## src/rtl/detector_seq_pkg.sv

```systemverilog
// Shared definitions for the detector sequencer: state encoding and default word width.
package detector_seq_pkg;
  localparam int DEF_WIDTH = 8;

  localparam logic [1:0] IDLE  = 2'd0;
  localparam logic [1:0] CLR   = 2'd1;
  localparam logic [1:0] SHIFT = 2'd2;
  localparam logic [1:0] DONE  = 2'd3;

  typedef enum logic [1:0] {
    S_IDLE  = IDLE,
    S_CLR   = CLR,
    S_SHIFT = SHIFT,
    S_DONE  = DONE
  } state_t;
endpackage

```

## src/rtl/detector_seq_datapath.sv

```systemverilog
// Shift register, detector-output capture, bit counter and ones counter for the sequencer.
module detector_seq_datapath
  import detector_seq_pkg::*;
#(
  parameter int WIDTH = DEF_WIDTH,
  parameter int CNT_W = $clog2(WIDTH + 1)
) (
  input  logic             clk,
  input  logic             rst,
  input  logic             i_load,
  input  logic             i_shift,
  input  logic [WIDTH-1:0] i_data,
  input  logic             i_bit,
  output logic             o_msb,
  output logic             o_last_bit,
  output logic [WIDTH-1:0] o_result,
  output logic [CNT_W-1:0] o_ones_cnt
);
  logic [WIDTH-1:0] r_sr;
  logic [WIDTH-1:0] r_result;
  logic [CNT_W-1:0] r_cnt;
  logic [CNT_W-1:0] r_ones;

  always_ff @(posedge clk or posedge rst) begin
    if (rst) begin
      r_sr     <= '0;
      r_result <= '0;
      r_cnt    <= '0;
      r_ones   <= '0;
    end else if (i_load) begin
      r_sr     <= i_data;
      r_result <= '0;
      r_cnt    <= '0;
      r_ones   <= '0;
    end else if (i_shift) begin
      // Captured bit is the detector's Mealy response to the bit currently on o_msb.
      r_result <= {r_result[WIDTH-2:0], i_bit};
      r_ones   <= r_ones + CNT_W'(i_bit);
      r_sr     <= {r_sr[WIDTH-2:0], 1'b0};
      r_cnt    <= r_cnt + 1'b1;
    end
  end

  assign o_msb      = r_sr[WIDTH-1];
  assign o_last_bit = (r_cnt == CNT_W'(WIDTH - 1));
  assign o_result   = r_result;
  assign o_ones_cnt = r_ones;
endmodule

```

## src/rtl/detector_sequencer.sv

```systemverilog
// Serializes a word MSB-first into a sequence-detector FSM and captures its per-bit output.
module detector_sequencer
  import detector_seq_pkg::*;
#(
  parameter int WIDTH = DEF_WIDTH,
  parameter int CNT_W = $clog2(WIDTH + 1)
) (
  input  logic             clk,
  input  logic             rst,
  input  logic             start,
  input  logic [WIDTH-1:0] data_in,
  output logic             busy,
  output logic             done,
  output logic [WIDTH-1:0] result,
  output logic [CNT_W-1:0] ones_cnt,
  output logic             fsm_rst,
  output logic             fsm_in,
  input  logic             fsm_out
);
  state_t r_state;
  logic   w_load, w_shift, w_msb, w_last_bit;

  assign w_load  = (r_state == S_IDLE) && start;
  assign w_shift = (r_state == S_SHIFT);

  always_ff @(posedge clk or posedge rst) begin
    if (rst) begin
      r_state <= S_IDLE;
    end else begin
      case (r_state)
        S_IDLE:  if (start) r_state <= S_CLR;
        S_CLR:   r_state <= S_SHIFT;
        S_SHIFT: if (w_last_bit) r_state <= S_DONE;
        S_DONE:  r_state <= S_IDLE;
        default: r_state <= S_IDLE;
      endcase
    end
  end

  // Handshake and detector controls decode state only; start never reaches them combinationally.
  assign busy    = (r_state == S_CLR) || (r_state == S_SHIFT);
  assign done    = (r_state == S_DONE);
  assign fsm_in  = w_shift & w_msb;
  assign fsm_rst = rst | (r_state == S_CLR);

  detector_seq_datapath #(.WIDTH(WIDTH), .CNT_W(CNT_W)) u_dp (
    .clk        (clk),
    .rst        (rst),
    .i_load     (w_load),
    .i_shift    (w_shift),
    .i_data     (data_in),
    .i_bit      (fsm_out),
    .o_msb      (w_msb),
    .o_last_bit (w_last_bit),
    .o_result   (result),
    .o_ones_cnt (ones_cnt)
  );
endmodule
```

## config.mk

```make
export PLATFORM = sky130hd
export DESIGN_NAME = detector_sequencer
export DESIGN_NICKNAME = d
export VERILOG_FILES = /design/src/rtl/detector_seq_pkg.sv /design/src/rtl/detector_seq_datapath.sv /design/src/rtl/detector_sequencer.sv
export SDC_FILE = /design/constraint.sdc
export NUM_CORES = 1
export LEC_CHECK = 0
export BUFFER_PORTS_ARGS = -buffer_cell sky130_fd_sc_hd__buf_2
export CAP_MARGIN = 0
export CORE_MARGIN = 4
export CORE_UTILIZATION = 53
export CTS_CLUSTER_SIZE = 14
export DETAILED_ROUTE_END_ITERATION = 8
export PLACE_DENSITY = 0.78
export REMOVE_ABC_BUFFERS = 1
export SLEW_MARGIN = 20
export SYNTH_ARGS = -nofsm -noshare
export SYNTH_HDL_FRONTEND = slang
export SYNTH_HIERARCHICAL = 1
export SYNTH_SLANG_ARGS = --single-unit
export TNS_END_PERCENT = 100
```

## constraint.sdc

```tcl
create_clock -name clk -period 1.7 [get_ports clk]
set_input_delay 0.17 -clock clk [delete_from_list [all_inputs] [get_ports clk]]
set_output_delay 0.17 -clock clk [all_outputs]
set_load 0.03 [all_outputs]
```

==> flow_summary.json <==
{
  "status": "complete, no violations",
  "fp.dieH_um": 58.28,
  "clockBufferDepth": 2,
  "antenna_found_initial": 0,
  "slowest_delay_ps": 430,
  "yosysSeqAreaShare": 0.4855,
  "grt_use_total": 0.1580,
  "drive_gt1_frac": 0.2886,
  "synth_edf_count": 0,
  "yosysUniqueCellTypes": 24,
  "rsz0062_at_grt": "no",
  "first_global_vias": 923,
  "syn2layout_area_growth_pct": 15.69,
  "floorplan.initialDensity": 0.5780,
  "vias_per_cell": 5.277,
  "cp_data_arrival_time_ps": 1460,
  "ys_warn_count": 6,
  "dp.cells": 172,
  "clkSinkCount": 26,
  "r2r-end": "u_dp/o_result[6]",
  "path_clk_slew_ps": 120,
  "cp_slowest_cell": "dfrtp_1",
  "avgSynthCellArea_um2": 11.36,
  "htree_num_levels": 1,
  "p_per_area_nw_per_um2": 1804,
  "placementRows": 17,
  "drc_errors": 0,
  "grt_pass1_wl_mm": 4.015,
  "irDropWorstVdd_mv": 1.170,
  "worstMarginPinSlew_ps": 306.4,
  "period_share": 0.9595,
  "critPathLaunchType": "register",
  "criticalPathCategory": "register to primary output",
  "dp_slack_ps": 186.4,
  "synthFlopType": "dfrtp_1",
  "insertion_delay_ps": 320,
  "instances_no_fill": 177,
  "grt_max_degree": 25,
  "die-area_um2": 3397,
  "core_area_um2": 2318,
  "ios": 28,
  "fin_crit_ps": 1631,
  "syn_area_um2": 1340,
  "overflow": 0,
  "drv_cap": 0,
  "p_leak_nw": 0.8121,
  "maxClockFrequency_mhz": 613.1,
  "crit_chain": "inv_2, ha_1, or2_2, buf_4",
  "ys_seq_elements": 26,
  "wl_per_cell_um": 13.91,
  "root_buffer": "clkbuf_4",
  "cts_inserted_buffers": 3,
  "finalMaxSlewViolations": 0,
  "cts_tree": "done",
  "drt-total-wl_mm": 2.462,
  "io_buffers": 27,
  "setup_viol": 0,
  "syn_inst": 118,
  "finClkSkew_ps": 9.693,
  "r2r_setup_slack_ps": 160,
  "hold_class": "input port to register",
  "crit_path_start": "r_state[1]",
  "required_ps": 1530,
  "drt-initial-drc-count": 10,
  "routabilityCongestion": 0.7139,
  "antenna_left": 0,
  "vias": 934,
  "crit_end": "fsm_rst",
  "relSlewSlack": 0.7957,
  "fin_ws_ps": 68.92,
  "r2r_cells": 5,
  "final_nets": 172,
  "die_width_um": 58.28,
  "ys_top_cells_by_area": "dfrtp_1 (49%), mux2i_1 (14%), ha_1 (8.4%)",
  "async_reset_ff_frac": 1.000,
  "hpwlAfterDp_mm": 1.862,
  "end_kind": "primary output",
  "power.total_mw": 2.796,
  "hold_viol_final": 0,
  "synth_top_area_share": 0.4855,
  "diodes": 0,
  "cp_max_fo": 4,
  "yosys-top-cells-count": "dfrtp_1 (26), mux2i_1 (19), nor2_1 (16), ha_1 (9), nand2_1 (9)",
  "r2r_start": "r_state[0]",
  "synth_most_common_cell": "dfrtp_1",
  "synth_top_area_cell": "dfrtp_1",
  "dr.pass1.iters": 4
}
[how the worst min path moves through the flow]
stage,startpoint,endpoint,slack (ps),cells past startpoint
after floorplan,rst,r_state[0],-90,1
after CTS,data_in[4],u_dp/r_sr[4],50,3
after detailed placement,rst,r_state[1],40,2
after global routing,data_in[5],u_dp/r_sr[5],50,3
final,data_in[4],u_dp/r_sr[4],60,3
after global placement,rst,r_state[0],40,2
[cells in the final DEF, fill, tap and decap left out]
cell,count
nand2_1,9
nand2b_1,1
clkbuf_4,3
ha_1,9
dlygate4sd3_1,1
xnor2_1,1
nand3b_1,2
buf_2,26
inv_2,1
buf_4,5
mux2_1,1
dfrtp_1,26
mux2_4,2
mux2i_1,19
o21ai_1,8
inv_1,5
a21bo_1,2
and2_1,2
nor2b_1,2
nor2_1,16
a21oi_2,2
o22ai_2,1
nand4_1,2
buf_12,2
or2_2,1
[stage by stage]
stage                 util  area (um2)  hold WS, ps  TNS (ps)
floorplan                -        1275       -88.82     -3748
global placement    0.6503        1508        38.71         0
detailed placement  0.6503        1508        40.81         0
CTS                 0.6643        1540        54.20         0
global route        0.6686        1550        52.64         0
finish              0.6686        1550        63.59         0
[worst max-delay path, delay by kind of cell, from the launching register on]
family,cells,cell delay (ps)
adder cells (fa/ha/maj),1,180
AND/OR/NAND/NOR,1,300
buffers and inverters,2,240
flip-flops,1,430
[registers in the layout, indices dropped and copies added, names as in the netlist]
name	count
u_dp/o_result	8
u_dp/r_cnt	4
u_dp/o_ones_cnt	4
u_dp/r_sr	8
r_state	2
[report_power, final]
part           internal [mW]  switching (mW)
Sequential             0.855           0.168
Combinational          0.628           0.893
Clock                 0.0829           0.168
Total                   1.57            1.23
[cells by family (layout without fill, tap and decap cells)]
family / after synthesis / count (layout) / synth area share
AOI/OAI and AO/OA: 13 / 13 / 0.06723
muxes: 22 / 22 / 0.1727
buffers and inverters: 12 / 43 / 0.06535
adders and majority gates: 9 / 9 / 0.08404
DFF: 26 / 26 / 0.4855
and+or+nand+nor: 35 / 35 / 0.1186
xor gates and xnor gates: 1 / 1 / 0.006537
[metal layers]
metal | vias up | routed length (um) | part of all wire | track usage
met5 | - | 0 | 0 | 0
met4 | 0 | 48 | 0.019 | 0.09603
met3 | 5 | 70 | 0.028 | 0.02895
met2 | 15 | 1238 | 0.50 | 0.2584
met1 | 459 | 1105 | 0.45 | 0.1915
li1 | 455 | - | - | -
[area by class of cell]
| cell class | instances | area, um2 |
|---|---|---|
| well taps | 28 | 35.03 |
| flip-flops and latches | 26 | 650.6 |
| clock buffers | 3 | 22.52 |
| multi-input cells | 80 | 601.8 |
| inverters | 6 | 22.52 |
| fillers | 182 | 768.2 |
| repair buffers | 34 | 217.7 |
[repair_timing]
action	4_1_cts	5_1_grt
endpoints found under the setup margin	0	1
resized for setup	0	3
hold buffers	1	0
setup buffers	0	1
endpoints found under the hold margin	26	0
(Power assumes the default switching activity.)
